--- config.mk ---
export PLATFORM = sky130hd
export DESIGN_NAME = pingpong_read_ctrl_flat
export DESIGN_NICKNAME = d
export VERILOG_FILES = /design/src/rtl/pingpong_pkg.sv /design/src/rtl/pingpong_read_ctrl_if.sv /design/src/rtl/pingpong_obuf.sv /design/src/rtl/pingpong_read_ctrl.sv /design/src/flat_wrapper.sv
export SDC_FILE = /design/constraint.sdc
export NUM_CORES = 1
export LEC_CHECK = 0
export ABC_AREA = 1
export CORE_ASPECT_RATIO = 2
export CORE_UTILIZATION = 25
export CTS_CLUSTER_SIZE = 10
export DETAILED_ROUTE_END_ITERATION = 8
export RECOVER_POWER = 50
export SYNTH_ARGS = -nofsm -noshare
export SYNTH_HDL_FRONTEND = slang
export SYNTH_SLANG_ARGS = --single-unit
--- constraint.sdc ---
create_clock -name rclk -period 3.5 [get_ports rclk]
set_clock_uncertainty 0.15 [all_clocks]
set_input_delay 0.35 -clock rclk [delete_from_list [all_inputs] [get_ports rclk]]
set_output_delay 0.35 -clock rclk [all_outputs]
set_load 0.1 [all_outputs]
--- src/rtl/pingpong_pkg.sv ---
// Shared constants for the ping-pong read controller: bank encoding and output buffer sizing.
// Used by pingpong_read_ctrl and pingpong_obuf.
package pingpong_pkg;

  typedef enum logic {
    BANK0 = 1'b0,
    BANK1 = 1'b1
  } bank_e;

  localparam int OBUF_DEPTH = 2;
  localparam int OBUF_CNT_W = $clog2(OBUF_DEPTH + 1);
  localparam int OBUF_PTR_W = $clog2(OBUF_DEPTH);

  function automatic bank_e other_bank(input bank_e b);
    return (b == BANK0) ? BANK1 : BANK0;
  endfunction

endpackage

--- src/rtl/pingpong_read_ctrl_if.sv ---
// Bank FIFO read port plus downstream valid/ready stream of the ping-pong read controller.
// The ctrl modport is the controller's view; the env modport is the FIFOs/consumer side.
interface pingpong_read_ctrl_if #(
  parameter int WIDTH = 8,
  parameter int CNT_W = 16
);

  logic             empty0;
  logic             empty1;
  logic [WIDTH-1:0] data_out0;
  logic [WIDTH-1:0] data_out1;
  logic             renq0;
  logic             renq1;
  logic             out_valid;
  logic             out_ready;
  logic [WIDTH-1:0] out_data;
  logic             out_bank;
  logic [CNT_W-1:0] rd_count;
  logic             err_o;

  modport ctrl (
    input  empty0, empty1, data_out0, data_out1, out_ready,
    output renq0, renq1, out_valid, out_data, out_bank, rd_count, err_o
  );

  modport env (
    output empty0, empty1, data_out0, data_out1, out_ready,
    input  renq0, renq1, out_valid, out_data, out_bank, rd_count, err_o
  );

endinterface

--- src/rtl/pingpong_obuf.sv ---
// Two-entry output FIFO holding {bank, data} words between the bank FIFOs and the consumer.
// The caller guarantees no push when full unless a pop happens in the same cycle.
module pingpong_obuf
  import pingpong_pkg::*;
#(
  parameter int DW = 9
) (
  input  logic                  clk,
  input  logic                  rst_n,
  input  logic                  in_valid,
  input  logic [DW-1:0]         in_data,
  output logic                  out_valid,
  input  logic                  out_ready,
  output logic [DW-1:0]         out_data,
  output logic [OBUF_CNT_W-1:0] count
);

  localparam logic [OBUF_CNT_W-1:0] FULL = OBUF_CNT_W'(OBUF_DEPTH);

  logic [DW-1:0]         mem_q [OBUF_DEPTH];
  logic [DW-1:0]         mem_d [OBUF_DEPTH];
  logic [OBUF_PTR_W-1:0] wr_ptr_q, wr_ptr_d;
  logic [OBUF_PTR_W-1:0] rd_ptr_q, rd_ptr_d;
  logic [OBUF_CNT_W-1:0] count_q, count_d;
  logic                  push;
  logic                  pop;

  always_comb begin
    pop      = (count_q != '0) && out_ready;
    push     = in_valid && ((count_q != FULL) || pop);
    mem_d    = mem_q;
    wr_ptr_d = wr_ptr_q;
    rd_ptr_d = rd_ptr_q;
    count_d  = count_q;
    if (push) begin
      mem_d[wr_ptr_q] = in_data;
      wr_ptr_d        = wr_ptr_q + 1'b1;
    end
    if (pop) begin
      rd_ptr_d = rd_ptr_q + 1'b1;
    end
    // Simultaneous push and pop leaves the occupancy unchanged.
    case ({push, pop})
      2'b10:   count_d = count_q + 1'b1;
      2'b01:   count_d = count_q - 1'b1;
      default: count_d = count_q;
    endcase
  end

  always_ff @(posedge clk or negedge rst_n) begin
    if (!rst_n) begin
      for (int i = 0; i < OBUF_DEPTH; i++) begin
        mem_q[i] <= '0;
      end
      wr_ptr_q <= '0;
      rd_ptr_q <= '0;
      count_q  <= '0;
    end else begin
      mem_q    <= mem_d;
      wr_ptr_q <= wr_ptr_d;
      rd_ptr_q <= rd_ptr_d;
      count_q  <= count_d;
    end
  end

  assign out_valid = (count_q != '0);
  assign out_data  = mem_q[rd_ptr_q];
  assign count     = count_q;

endmodule

--- src/rtl/pingpong_read_ctrl.sv ---
// Read side of a ping-pong FIFO pair: pops banks strictly 0,1,0,1 into a 2-entry output buffer.
// Optional bank-order stall detector enabled by defining PINGPONG_RD_ERR_EN.
module pingpong_read_ctrl
  import pingpong_pkg::*;
#(
  parameter int WIDTH       = 8,
  parameter int CNT_W       = 16,
  parameter int ERR_TIMEOUT = 64
) (
  input logic                 rclk,
  input logic                 reset_n,
  pingpong_read_ctrl_if.ctrl  bus
);

  bank_e                 rfp_q, rfp_d;
  logic                  inflight_q, inflight_d;
  bank_e                 inflight_bank_q, inflight_bank_d;
  logic [CNT_W-1:0]      rd_count_q, rd_count_d;

  logic [OBUF_CNT_W-1:0] ob_count;
  logic                  ob_valid;
  logic [WIDTH:0]        ob_head;
  logic [WIDTH:0]        ob_wdata;

  logic [2:0]            occ;
  logic [2:0]            occ_after_pop;
  logic                  pop;
  logic                  rfp_empty;
  logic                  other_empty;
  logic                  renq;

  always_comb begin
    rfp_empty     = (rfp_q == BANK1) ? bus.empty1 : bus.empty0;
    other_empty   = (rfp_q == BANK1) ? bus.empty0 : bus.empty1;
    pop           = ob_valid && bus.out_ready;
    occ           = 3'(ob_count) + 3'(inflight_q);
    occ_after_pop = occ - 3'(pop);
    // Gated by reset_n so nothing is popped while reset is held.
    renq          = reset_n && !rfp_empty && (occ_after_pop < 3'(OBUF_DEPTH));

    rfp_d           = renq ? other_bank(rfp_q) : rfp_q;
    inflight_d      = renq;
    inflight_bank_d = rfp_q;
    rd_count_d      = pop ? rd_count_q + 1'b1 : rd_count_q;
    ob_wdata        = {inflight_bank_q,
                       (inflight_bank_q == BANK1) ? bus.data_out1 : bus.data_out0};
  end

  always_ff @(posedge rclk or negedge reset_n) begin
    if (!reset_n) begin
      rfp_q           <= BANK0;
      inflight_q      <= 1'b0;
      inflight_bank_q <= BANK0;
      rd_count_q      <= '0;
    end else begin
      rfp_q           <= rfp_d;
      inflight_q      <= inflight_d;
      inflight_bank_q <= inflight_bank_d;
      rd_count_q      <= rd_count_d;
    end
  end

  pingpong_obuf #(
    .DW (WIDTH + 1)
  ) u_obuf (
    .clk       (rclk),
    .rst_n     (reset_n),
    .in_valid  (inflight_q),
    .in_data   (ob_wdata),
    .out_valid (ob_valid),
    .out_ready (bus.out_ready),
    .out_data  (ob_head),
    .count     (ob_count)
  );

  assign bus.renq0     = renq && (rfp_q == BANK0);
  assign bus.renq1     = renq && (rfp_q == BANK1);
  assign bus.out_valid = ob_valid;
  assign bus.out_data  = ob_head[WIDTH-1:0];
  assign bus.out_bank  = ob_head[WIDTH];
  assign bus.rd_count  = rd_count_q;

`ifdef PINGPONG_RD_ERR_EN
  localparam int ERR_CNT_W = $clog2(ERR_TIMEOUT + 1);
  localparam logic [ERR_CNT_W-1:0] ERR_LIMIT = ERR_CNT_W'(ERR_TIMEOUT);

  logic [ERR_CNT_W-1:0] err_cnt_q, err_cnt_d;
  logic                 err_q, err_d;
  logic                 order_stall;

  always_comb begin
    // The writer filled the wrong bank ahead of the one we are waiting on.
    order_stall = rfp_empty && !other_empty;
    err_cnt_d   = '0;
    if (order_stall) begin
      err_cnt_d = (err_cnt_q == ERR_LIMIT) ? err_cnt_q : err_cnt_q + 1'b1;
    end
    err_d = err_q || (order_stall && (err_cnt_d == ERR_LIMIT));
  end

  always_ff @(posedge rclk or negedge reset_n) begin
    if (!reset_n) begin
      err_cnt_q <= '0;
      err_q     <= 1'b0;
    end else begin
      err_cnt_q <= err_cnt_d;
      err_q     <= err_d;
    end
  end

  assign bus.err_o = err_q;
`else
  assign bus.err_o = 1'b0;
`endif

endmodule

--- src/flat_wrapper.sv ---
// flat-port wrapper written by rule: the top's interface ports become plain ports
module pingpong_read_ctrl_flat import pingpong_pkg::*;
#(
  parameter int WIDTH       = 8,
  parameter int CNT_W       = 16,
  parameter int ERR_TIMEOUT = 64
)
  (rclk, reset_n, bus_empty0, bus_empty1, bus_data_out0, bus_data_out1, bus_out_ready, bus_renq0, bus_renq1, bus_out_valid, bus_out_data, bus_out_bank, bus_rd_count, bus_err_o);
  pingpong_read_ctrl_if #(.WIDTH(WIDTH), .CNT_W(CNT_W)) bus_i ();
  input logic rclk;
  input logic reset_n;
  input wire logic [$bits(bus_i.empty0)-1:0] bus_empty0;
  input wire logic [$bits(bus_i.empty1)-1:0] bus_empty1;
  input wire logic [$bits(bus_i.data_out0)-1:0] bus_data_out0;
  input wire logic [$bits(bus_i.data_out1)-1:0] bus_data_out1;
  input wire logic [$bits(bus_i.out_ready)-1:0] bus_out_ready;
  output wire logic [$bits(bus_i.renq0)-1:0] bus_renq0;
  output wire logic [$bits(bus_i.renq1)-1:0] bus_renq1;
  output wire logic [$bits(bus_i.out_valid)-1:0] bus_out_valid;
  output wire logic [$bits(bus_i.out_data)-1:0] bus_out_data;
  output wire logic [$bits(bus_i.out_bank)-1:0] bus_out_bank;
  output wire logic [$bits(bus_i.rd_count)-1:0] bus_rd_count;
  output wire logic [$bits(bus_i.err_o)-1:0] bus_err_o;
  assign bus_i.empty0 = bus_empty0;
  assign bus_i.empty1 = bus_empty1;
  assign bus_i.data_out0 = bus_data_out0;
  assign bus_i.data_out1 = bus_data_out1;
  assign bus_i.out_ready = bus_out_ready;
  assign bus_renq0 = bus_i.renq0;
  assign bus_renq1 = bus_i.renq1;
  assign bus_out_valid = bus_i.out_valid;
  assign bus_out_data = bus_i.out_data;
  assign bus_out_bank = bus_i.out_bank;
  assign bus_rd_count = bus_i.rd_count;
  assign bus_err_o = bus_i.err_o;
  pingpong_read_ctrl #(.WIDTH(WIDTH), .CNT_W(CNT_W), .ERR_TIMEOUT(ERR_TIMEOUT)) u_core (.rclk(rclk), .reset_n(reset_n), .bus(bus_i));
endmodule
-- Word-level counts from Yosys, hierarchy flattened
Cells that the tools add are included.
W data, S select, Z words.
- output and inout port bits: 29
- bits of input ports: 21
- register bits: 41
- logic and storage cells: 47
- bitwise operators: 3
- add/sub/neg operators: 7
- reductions and logical operators: 11
- mux-type cells: 10
- $lt $le $gt $ge: 4
- equality and inequality tests: 3
- operators with widths (cell ; count):
    $mux W9 ; 4
    $bwmux W18 ; 1
    $add A16 B1 Y16 const B ; 1
    $demux W9 S1 ; 1
    $mux W8 ; 1
    $logic_and A1 B1 Y1 ; 7
    $ge A2 B2 Y1 const B ; 2
    $not A1 Y2 ; 2
    $pmux W2 S2 ; 1
    $reduce_bool A2 Y1 ; 2
    $add A2 B1 Y3 ; 1
    $lt A3 B2 Y1 const B ; 1
    $sub A3 B1 Y3 ; 1
    $add A1 B1 Y1 const B ; 2
    $add A2 B1 Y2 const B ; 1
    $eq A2 B1 Y1 const B ; 1
    $eq A2 B2 Y1 const B ; 1
    $lt A2 B1 Y1 const B ; 1
    $mux W1 ; 2
    $ne A2 B2 Y1 const B ; 1
    $sub A2 B1 Y2 const B ; 1
    $logic_not A1 Y1 ; 1
    $logic_or A1 B1 Y1 ; 1
    $not A1 Y1 ; 1

-- Longest topological paths before layout
- depth in word-level cells: 6
- depth in mapped cells: 13
- gate-level depth less buffers: 13

-- Modules after synthesis
Synthesis repeated with hierarchy kept, for this count alone.
- cell total of the unflattened synthesis: 269
- area total of the unflattened synthesis: 2225.9 um^2
- modules (own cells, without submodules) (module ; area each (um^2) ; seq. area each (um^2) ; cells an instance ; times used):
    pingpong_read_ctrl ; 1144.8 ; 475.5 ; 136 ; 1
    pingpong_obuf ; 1081.0 ; 550.5 ; 133 ; 1

-- Worst setup path after synthesis
No wires, ideal clock.
- path type: register to output
- start: register u_core.u_obuf.count_q[1], in the netlist u_core.u_obuf.count[1]
- end: output bus_renq0
- data required time: 3.000 ns
- setup slack: 0.010 ns
- data arrival time: 2.990 ns
- buffers on the path: 0
- cell stages (with the launch flop): 10
- cells stage by stage: dfrtp_1 > o21ai_1 > nand2_1 > nand2_1 > nand2_1 > fa_1 > nand2_1 > a21oi_1 > nand2_1 > nor2_1
- word-level cells in the longest chain between the ends: 6
- elaborated cells on any way between the ends: 7
- classes of those cells: 2 x add/sub; 1 x order compare; 4 x reduce/logical
- ends and longest elaborated chain (item ; RTL line ; RTL):
    start, declared ; pingpong_obuf.sv:24 ; logic [OBUF_CNT_W-1:0] count_q, count_d;
    start signal, assigned ; pingpong_obuf.sv:62 ; count_q <= count_d;
    branches (longest 2 deep; another with $add A2 B1 Y3) ; -- ;
    $sub A3 B1 Y3 * ; pingpong_read_ctrl.sv:37 ; occ_after_pop = occ - 3'(pop);
    $lt A3 B2 Y1 * ; pingpong_read_ctrl.sv:39 ; renq = reset_n && !rfp_empty && (occ_after_pop < 3'(OBUF_DEPTH));
    $logic_and A1 B1 Y1 * ; pingpong_read_ctrl.sv:39 ;
    $logic_and A1 B1 Y1 * ; pingpong_read_ctrl.sv:76 ; assign bus.renq0 = renq && (rfp_q == BANK0);
    end, declared ; flat_wrapper.sv:17 ; output wire logic [$bits(bus_i.renq0)-1:0] bus_renq0;
Mark *: on every way between the ends.

-- Worst setup path in the final report
Same ends and word-level chain as after synthesis.

==> reports/metrics.cfg <==
[clocking]
cts-resized-gates = 0
cts_setup_buffers = 0
cts.sinks = 41
clockRootBuffer = clkbuf_16
cts_htree_levels = 2
worstSkewPairLatency_ps = 280
cts-buffers-inserted = 5
cts_tree = built
clk_pin_slew_worst_paths_ps = 60
clock_path_buffers = 2
hold_buffers = 0

[timing]
fmax_mhz = 317
tightest_slew_ps = 2250
fin_tns_setup_ps = 0
layout_min_cycle_time_ps = 3150
fin_crit_sh_pct = 90.0
drv_slew = 42
finalSetupViolCount = 0
hold_viol_final = 0
rsz0062_at_grt = no
relSlewSlack_pct = -50.2

[setup_path]
reg2regPathDepth = 9
end_kind = output pin
critPathRequiredTime_ps = 3000
startpoint = u_core.u_obuf.count[1]$_DFFE_PN0P_
worstReg2RegEnd = u_core.inflight_bank_d$_DFFE_PN0P_
path_class = reg2out
path_max_fanout = 7
worstSetupStartpointType = flop
setup.worst_path.end = bus_renq0
r2r_slack_ps = 1110
r2r-start = u_core.u_obuf.count[1]$_DFFE_PN0P_
critPathArrivalTime_ps = 2650

[die]
die_w_microns = 65.9
io_pins = 50
core.rowCount = 46
die-area_sq_um = 8560
core_area_sq_um = 7940
die_h_microns = 130
start_util_pct = 25.7

[routing]
routed_wirelength_microns = 4900
route.vias.total = 1786
ant_nets = 0
dr.first_iter.drc_count = 113
wl_per_cell_microns = 11.9
drtPass1Iterations = 4
viasPerCell = 4.33
drc = 0

[flow_run]
maxCapViolCount = 1

[grt]
grt_pass1_vias = 1772
grt_use_total_pct = 12.8
grt-ovfl-total = 0
grt_max_degree = 42
grt_pass1_wl_microns = 8210
antenna_found_initial = 0

[layout]
layout-drive-gt1-share_pct = 7.91
layout.cells.most_common = nand2_1
final_nets = 338
layout.cells.non_filler = 412
diodes = 0
final_cell_mix = 101 x nand2_1, 41 x dfrtp_1, 35 x inv_1, 35 x clkdlybuf4s50_1, 29 x o21ai_0
areaGrowthSynthToFinish_pct = 37.0

[synth]
ys_seq_elements = 41
syn_area_sq_um = 2040
synth-simple-area-share_pct = 26.6
synth_mux_area_share_pct = 0
yosys_warnings = 0
ys_types = 23
syn_nets = 286
synth_compound_area_share_pct = 7.84
syn_avg_cell_area_sq_um = 7.77
synth_top_family_by_area = simple AND/OR/NAND/NOR gates
synth_fa_ha_area_share_pct = 1.59
synth_xor_area_share_pct = 5.57
netlist_instances = 263
yosysSeqAreaShare_pct = 50.2

[outcome]
status = finished with violations
violations = max-capacitance violations, max-slew violations

[placed_design]
post-dp-hpwl_microns = 3690
portBuffers = 48
placed_cells = 404
gp_congestion = 0.766

[min_path]
worstHoldPathType = reg2reg

==> worst max-delay path, stage by stage (launching register included) <==
cell and delay, ps:
dfrtp_1 460, o21ai_1 420, nand2_1 130, nand2_1 90, nand2_1 70, fa_1 480
nand2_1 60, a21oi_1 120, nand2_1 120, nor2_1 200, buf_12 200
==> flip-flops by register name (all words and copies together), names as in the netlist <==
signal,flops
u_core.inflight_q,1
u_core.bus.rd_count,16
u_core.inflight_bank_d,1
u_core.u_obuf.rd_ptr_q,1
u_core.inflight_bank_q,1
u_core.u_obuf.count,2
u_core.u_obuf.wr_ptr_q,1
u_core.u_obuf.mem_q,18
==> worst min-delay path by stage <==
stage	slack, ps	startpoint	to	cells past startpoint
2_1_floorplan	-100	reset_n	u_core.bus.rd_count[0]$_DFFE_PN0P_	0
3_3_place_gp	290	u_core.inflight_bank_d$_DFFE_PN0P_	u_core.inflight_bank_q$_DFF_PN0_	0
3_5_place_dp	280	u_core.inflight_bank_d$_DFFE_PN0P_	u_core.inflight_bank_q$_DFF_PN0_	0
4_1_cts	80	reset_n	u_core.bus.rd_count[13]$_DFFE_PN0P_	2
5_1_grt	300	u_core.inflight_bank_d$_DFFE_PN0P_	u_core.inflight_bank_q$_DFF_PN0_	0
6_report	290	u_core.inflight_bank_d$_DFFE_PN0P_	u_core.inflight_bank_q$_DFF_PN0_	0
==> area by class of cell <==
cell class                      count  area [sq um]
Clock buffer                        5           125
Clock inverter                      3          65.1
Fill cell                         849          5140
Inverter                           36           135
Multi-Input combinational cell    181           848
Sequential cell                    41          1030
Tap cell                           96           120
Timing Repair Buffer               50           480
==> stage by stage <==
stage / utilization [%] / instance area, sq um / hold WS, ps / worst slack (ps)
6_report: 35.3 / 2800 / 291 / 350
3_5_place_dp: 33.0 / 2620 / 277 / 456
3_3_place_gp: 33.0 / 2620 / 288 / 490
5_1_grt: 35.3 / 2800 / 304 / 148
4_1_cts: 35.4 / 2810 / 80.5 / 336
2_1_floorplan: - / 2040 / -95.6 / 9.83
==> logic make-up after synthesis <==
family | Yosys count
AOI/OAI and AO/OA | 32
and+or+nand+nor | 133
buffers and inverters | 41
xor gates and xnor gates | 13
other | 1
DFF | 41
adders and majority gates | 2
==> cell usage after synthesis <==
| cell type | count | area share, % |
|---|---|---|
| conb_1 | 1 | 0.18 |
| nand3_2 | 1 | 0.49 |
| fa_1 | 1 | 0.98 |
| o21ai_0 | 29 | 7.1 |
| nor2_2 | 1 | 0.31 |
| buf_4 | 2 | 0.73 |
| a21oi_1 | 2 | 0.49 |
| buf_2 | 2 | 0.49 |
| nand4_1 | 3 | 0.92 |
| nor2_4 | 2 | 1.1 |
| xor2_1 | 8 | 3.4 |
| nor2_1 | 16 | 2.9 |
| inv_1 | 35 | 6.4 |
| o21ai_1 | 1 | 0.24 |
| nand2_2 | 1 | 0.31 |
| xnor2_1 | 5 | 2.1 |
| clkinv_1 | 1 | 0.18 |
| nand3_1 | 7 | 1.7 |
| nand2_1 | 101 | 19 |
| nor3_1 | 1 | 0.24 |
| clkbuf_1 | 1 | 0.18 |
| ha_1 | 1 | 0.61 |
| dfrtp_1 | 41 | 50 |
==> routing by layer <==
layer  up-vias  track usage, %  share of wire [%]
met2        33            23.5                 57
met1       840            13.6                 38
met3         5            2.53                2.8
met4         0            6.14                2.3
li1        908               -                  -
met5         -               0                  0
Power is not shown: default switching activity piles up to over one toggle a cycle in this logic, so the estimate is an artifact.
